**src/rtl/fifo_frame_reader_pkg.sv**
```systemverilog
// rtl/fifo_frame_reader_pkg.sv - shared FSM encoding and counter width helper
package fifo_frame_reader_pkg;

    typedef enum logic [1:0] {
        ST_IDLE = 2'd0,
        ST_RUN  = 2'd1,
        ST_GAP  = 2'd2
    } state_t;

    localparam int GAP_W = 8;

    // ceil(log2(n+1)): bits needed to hold values 0..n
    function automatic int cnt_width(input int n);
        int w;
        w = 1;
        for (int i = 1; i < 31; i++) begin
            if ((1 << i) < n + 1) w = i + 1;
        end
        return w;
    endfunction

endpackage

```
**src/rtl/ffr_skid_buf.sv**
```systemverilog
// rtl/ffr_skid_buf.sv - two-entry fall-through skid buffer
module ffr_skid_buf #(
    parameter int DATA_W = 16
) (
    input  logic              clk,
    input  logic              rst_n,
    input  logic              in_valid,
    input  logic [DATA_W-1:0] in_data,
    output logic              in_ready,
    output logic              out_valid,
    output logic [DATA_W-1:0] out_data,
    input  logic              out_ready,
    output logic [1:0]        count
);

    logic [DATA_W-1:0] mem [2];
    logic              rd_ptr;
    logic              wr_ptr;
    logic [1:0]        cnt;
    logic              push;
    logic              pop;

    assign count = cnt;

    // An empty buffer passes incoming data straight through; it is only stored when not taken
    always_comb begin
        in_ready  = (cnt != 2'd2);
        out_valid = (cnt != 2'd0) || in_valid;
        out_data  = '0;
        if (cnt != 2'd0) begin
            out_data = mem[rd_ptr];
        end else if (in_valid) begin
            out_data = in_data;
        end
        pop  = (cnt != 2'd0) && out_ready;
        push = in_valid && in_ready && !((cnt == 2'd0) && out_ready);
    end

    // Storage, pointers and occupancy
    always_ff @(posedge clk or negedge rst_n) begin
        if (!rst_n) begin
            mem[0] <= '0;
            mem[1] <= '0;
            rd_ptr <= 1'b0;
            wr_ptr <= 1'b0;
            cnt    <= 2'd0;
        end else begin
            if (push) begin
                mem[wr_ptr] <= in_data;
                wr_ptr      <= ~wr_ptr;
            end
            if (pop) begin
                rd_ptr <= ~rd_ptr;
            end
            cnt <= cnt + {1'b0, push} - {1'b0, pop};
        end
    end

endmodule

```
**src/rtl/fifo_frame_reader.sv**
```systemverilog
// rtl/fifo_frame_reader.sv - reads fixed-length frames from a FIFO onto a valid/ready stream
module fifo_frame_reader
    import fifo_frame_reader_pkg::*;
#(
    parameter int DATA_W     = 16,
    parameter int FRAME_LEN  = 256,
    parameter int GAP_CYCLES = 0
) (
    input  logic              rd_clk,
    input  logic              rd_rst_n,
    input  logic              enable,
    output logic              fifo_rd_en,
    input  logic [DATA_W-1:0] fifo_rd_data,
    input  logic              fifo_empty,
    output logic              m_valid,
    input  logic              m_ready,
    output logic [DATA_W-1:0] m_data,
    output logic              m_first,
    output logic              m_last,
    output logic              busy,
    output logic [15:0]       frame_cnt
);

    localparam int               CW       = cnt_width(FRAME_LEN);
    localparam logic [CW-1:0]    LEN      = CW'(FRAME_LEN);
    localparam logic [CW-1:0]    LAST     = CW'(FRAME_LEN - 1);
    localparam logic [GAP_W-1:0] GAP_LAST = (GAP_CYCLES > 0) ? GAP_W'(GAP_CYCLES - 1) : '0;

    state_t           state;
    state_t           state_nxt;
    logic [CW-1:0]    issued;
    logic [CW-1:0]    out_cnt;
    logic             inflight;
    logic [GAP_W-1:0] gap_cnt;
    logic [15:0]      frame_cnt_q;
    logic [1:0]       buf_count;
    logic             skid_ready;
    logic             start;
    logic             xfer;
    logic             last_xfer;

    ffr_skid_buf #(
        .DATA_W (DATA_W)
    ) u_skid (
        .clk       (rd_clk),
        .rst_n     (rd_rst_n),
        .in_valid  (inflight),
        .in_data   (fifo_rd_data),
        .in_ready  (skid_ready),
        .out_valid (m_valid),
        .out_data  (m_data),
        .out_ready (m_ready),
        .count     (buf_count)
    );

    assign xfer      = m_valid && m_ready;
    assign last_xfer = xfer && (out_cnt == LAST);
    assign m_first   = m_valid && (out_cnt == '0);
    assign m_last    = m_valid && (out_cnt == LAST);
    assign busy      = (state != ST_IDLE);
    assign frame_cnt = frame_cnt_q;

    // Next state and read issue; a read is only issued if its word is guaranteed a buffer slot
    always_comb begin
        state_nxt  = state;
        fifo_rd_en = 1'b0;
        start      = 1'b0;
        case (state)
            ST_IDLE: begin
                if (enable) begin
                    state_nxt = ST_RUN;
                    start     = 1'b1;
                end
            end
            ST_RUN: begin
                fifo_rd_en = !fifo_empty && (issued < LEN) && skid_ready &&
                             ((buf_count + {1'b0, inflight}) < 2'd2);
                if (last_xfer) begin
                    state_nxt = (GAP_CYCLES > 0) ? ST_GAP : ST_IDLE;
                end
            end
            ST_GAP: begin
                if (gap_cnt == GAP_LAST) state_nxt = ST_IDLE;
            end
            default: state_nxt = ST_IDLE;
        endcase
    end

    // State register
    always_ff @(posedge rd_clk or negedge rd_rst_n) begin
        if (!rd_rst_n) begin
            state <= ST_IDLE;
        end else begin
            state <= state_nxt;
        end
    end

    // Issue/output counters, in-flight flag, gap timer and completed-frame count
    always_ff @(posedge rd_clk or negedge rd_rst_n) begin
        if (!rd_rst_n) begin
            issued      <= '0;
            out_cnt     <= '0;
            inflight    <= 1'b0;
            gap_cnt     <= '0;
            frame_cnt_q <= '0;
        end else begin
            inflight <= fifo_rd_en;
            if (start) begin
                issued  <= '0;
                out_cnt <= '0;
            end else begin
                if (fifo_rd_en) issued  <= issued + 1'b1;
                if (xfer)       out_cnt <= out_cnt + 1'b1;
            end
            gap_cnt <= (state == ST_GAP) ? gap_cnt + 1'b1 : '0;
            if (last_xfer) frame_cnt_q <= frame_cnt_q + 16'd1;
        end
    end

endmodule
```
**config.mk**
```make
export PLATFORM = sky130hd
export DESIGN_NAME = fifo_frame_reader
export DESIGN_NICKNAME = d
export VERILOG_FILES = /design/src/rtl/fifo_frame_reader_pkg.sv /design/src/rtl/ffr_skid_buf.sv /design/src/rtl/fifo_frame_reader.sv
export SDC_FILE = /design/constraint.sdc
export NUM_CORES = 1
export LEC_CHECK = 0
export CORE_MARGIN = 2
export CORE_UTILIZATION = 35
export DETAILED_ROUTE_END_ITERATION = 10
export PLACE_DENSITY = 0.63
export SLEW_MARGIN = 20
export SYNTH_ARGS = -nofsm -noshare
export SYNTH_HDL_FRONTEND = slang
export SYNTH_SLANG_ARGS = --single-unit
```
**constraint.sdc**
```tcl
create_clock -name rd_clk -period 2.8 [get_ports rd_clk]
set_clock_uncertainty 0.1 [all_clocks]
set_input_delay 0.56 -clock rd_clk [delete_from_list [all_inputs] [get_ports rd_clk]]
set_output_delay 0.56 -clock rd_clk [all_outputs]
set_load 0.02 [all_outputs]
```
==> key figures <==
Run status
  – Run status: completed

Synthesis
  – Average size of a mapped cell: 11.5 sq um
  – Post-Synthesis Cell Area: 0.00361 sq mm
  – Synth unique cells: 42
  – Most frequent cell after synthesis: dfrtp_1
  – Sequential area share after synthesis: 0.498
  – Synth area leaders: dfrtp_1 50%, mux2_2 6.5%, mux2i_1 6.1%
  – Top cell type by total area after synthesis: dfrtp_1
  – Yosys top cell area share: 0.498
  – Ys flop type: dfrtp_1
  – Register bit total from synthesis: 72
  – Asr flop ratio synth: 1.00
  – Mapped Cells: 313
  – Synth top cells by count: 72 x dfrtp_1, 30 x nand2_1, 24 x nand3_1
  – Synth warnings: 0
  – Syn nets: 341
  – EDFF count, synth: 0

GRT
  – Global-route wire length before repair: 12400 microns
  – Grt total ovfl: 0
  – Met3 usage: 0.0414
  – Largest net degree at the start of global routing: 73
  – GR peak layer: met2
  – Grt met1 use: 0.176
  – Initial antenna violation count: 0
  – Global Route Usage Sum: 0.139
  – Vias in the first global route: 2558
  – Met2 usage: 0.227

Placed design
  – Port Buffers: 57
  – GPL Wtd Cong: 0.832
  – Post-DP HPWL: 4780 microns
  – Cell Area, Placed: 0.00433 sq mm

Critical path
  – CP Class: flip-flop to output pin
  – Data required time of the worst path: 2.14 ns
  – Worst Path Arrival: 2.02 ns
  – Worst setup SP type: flip-flop
  – CP max FO: 5
  – CP endpoint kind: output pin
  – R2R Path End: frame_cnt[11]
  – Reg2Reg Depth: 8
  – Crit path to: m_first
  – Start point of the critical path: out_cnt[0]
  – Register-to-Register Setup Slack: 0.62 ns
  – R2r startpoint: out_cnt[1]

Cells and area
  – Syn-to-layout area delta: 25.1%
  – Fin area: 0.00452 sq mm
  – Seq. cell area: 0.00180 sq mm
  – Fillers: 989
  – Antenna Cells: 0
  – Nets: 401
  – Post-layout util: 0.444
  – Area of the multi-input gates: 0.00168 sq mm
  – Layout cells sized above 1: 0.180

Clock tree
  – CTS Hold Bufs: 0
  – Clk_lat worst skew: 0.34 ns
  – CTS sink count: 72
  – H-tree Lvls: 3
  – Setup Fix Bufs, Post-CTS: 0
  – CTS buffer count: 9
  – Root Buffer: clkbuf_8
  – CTS Buffer Depth: 2
  – CTS tree: yes
  – Clock slew seen by the registers of the worst setup and hold paths: 0.08 ns

Drt
  – Via/cell ratio: 4.88
  – Drt initial violations: 117
  – WL final: 7170 microns
  – Detailed-route DRC error count: 0
  – Post-DR wirelength/cell: 14.0 microns
  – Pre-Repair DR Iteration Count: 4
  – Remaining antenna violation count: 0
  – Via count: 2502

Floorplan
  – IO Count: 58
  – Die area: 0.0112 sq mm
  – # rows: 37
  – Die Width: 106 microns
  – Die Y: 106 microns
  – Core footprint: 0.0102 sq mm
  – Starting density of the core: 0.355

Pwr
  – Peak VDD IR: 0.000506 V
  – Pwr Density: 969 mW/mm^2
  – Sw Ratio: 0.358
  – Clk pwr share: 0.182
  – Switching power: 0.00157 W
  – Leak Pwr: 2.03 nW
  – P_int: 0.00281 W
  – Seq pwr share: 0.372
  – Combinational Power Share: 0.446

STA
  – Setup TNS: 0 ns
  – Slew @ Worst Pin: 0.478 ns
  – Minimum clock period: 2.68 ns
  – Slew Viols, Final: 0
  – # setup viols final: 0
  – Slew Limit Headroom: 0.681
  – Fin crit share: 0.958
  – RSZ-0062 raised after global routing: false
  – Count of final hold-check violations: 0
  – F_max: 0.373 GHz

Worst hold path
  – Hold WC Path Type: input pin to async pin

Flow run
  – Max cap viols: 0
[repair_timing]
item	in CTS	in global routing
hold endpoints to repair	0	0
setup endpoints to repair	1	17
resized for setup	1	8
[metrics by stage]
| stage | std cells | power (W) | setup slack, ns | hold slack, ns |
|---|---|---|---|---|
| detailed placement | 498 | 0.00363 | 0.210 | 0.370 |
| global route | 513 | 0.00467 | 0.00286 | 0.152 |
| global placement | 498 | 0.00358 | 0.193 | 0.362 |
| CTS | 513 | 0.00445 | 0.00722 | 0.139 |
| finish | 513 | 0.00438 | 0.118 | 0.121 |
| floorplan | 313 | 0.00291 | 0.758 | 0.164 |
[routing by layer]
metal | up-vias | share of wire
met5 | - | 0
met4 | 0 | 0.0070
met3 | 4 | 0.035
met2 | 43 | 0.49
met1 | 1239 | 0.47
li1 | 1216 | -
[power by group through the flow]
stage	clock network (W)	logic [W]	registers (W)
final	0.000797	0.00195	0.00163
after CTS	0.000829	0.00200	0.00163
after detailed placement	0	0.00199	0.00164
after global placement	0	0.00195	0.00162
after floorplan	0	0.00136	0.00155
after global routing	0.000867	0.00212	0.00168
[worst min-delay path by stage]
| stage | to | startpoint | depth (start not counted) | slack [ns] |
|---|---|---|---|---|
| final | u_skid.mem[13] | rd_rst_n | 2 | 0.12 |
| after global routing | u_skid.mem[13] | rd_rst_n | 2 | 0.15 |
| after CTS | u_skid.mem[13] | rd_rst_n | 2 | 0.14 |
| after detailed placement | frame_cnt[15] | frame_cnt[15] | 1 | 0.37 |
| after global placement | issued[7] | issued[7] | 1 | 0.36 |
| after floorplan | frame_cnt[0] | rd_rst_n | 0 | 0.16 |
[kinds of logic (layout without fill, tap and decap cells)]
logic type | count (synthesis) | after routing | synth area share
flip-flops | 72 | 72 | 0.498
buffers and inverters | 23 | 87 | 0.0374
multiplexers | 55 | 55 | 0.175
AND/OR/NAND/NOR | 100 | 100 | 0.144
AO/OA/AOI/OAI | 31 | 31 | 0.0606
XOR/XNOR | 25 | 25 | 0.0606
adder cells (fa/ha/maj) | 7 | 7 | 0.0242
[final cells by class]
cell class | count | share of cell area
multi-input combinational | 218 | 0.372
inverter | 8 | 0.00664
timing repair buffer | 64 | 0.144
clock buffer | 11 | 0.0313
tap | 136 | 0.0376
sequential | 72 | 0.399
clock inverter | 4 | 0.00996
[state kept, by name (all words and copies together) (netlist names)]
register	flops
state	1
frame_cnt	16
u_skid.count	2
u_skid.rd_ptr	1
u_skid.mem	32
issued	9
out_cnt	9
u_skid.wr_ptr	1
inflight	1
[worst max-delay path, cell delays in order, from the launching register on]
cell and delay, ns:
dfrtp_1 0.43, inv_1 0.09, ha_1 0.15, nor4b_1 0.22, and3_1 0.19, clkdlybuf4s50_1 0.60
[placed cells by master, fill, tap and decap left out, types with 2 or more instances in the layout]
master / count
nor2b_1: 2
xor2_1: 8
mux2_2: 21
nand4_1: 8
nor4_1: 2
mux2i_1: 22
buf_4: 4
clkinv_2: 3
inv_1: 8
dfrtp_1: 71
and3_1: 7
nor2_1: 10
nor3_1: 3
nand2b_1: 3
buf_12: 2
dlymetal6s2s_1: 4
o21ai_0: 19
a21oi_1: 4
clkdlybuf4s50_1: 51
xnor2_1: 17
ha_1: 7
nor4_2: 2
mux2_4: 11
nand3_1: 24
nand2_1: 30
nor2_2: 3
clkbuf_8: 10
(Power assumes the default switching activity.)
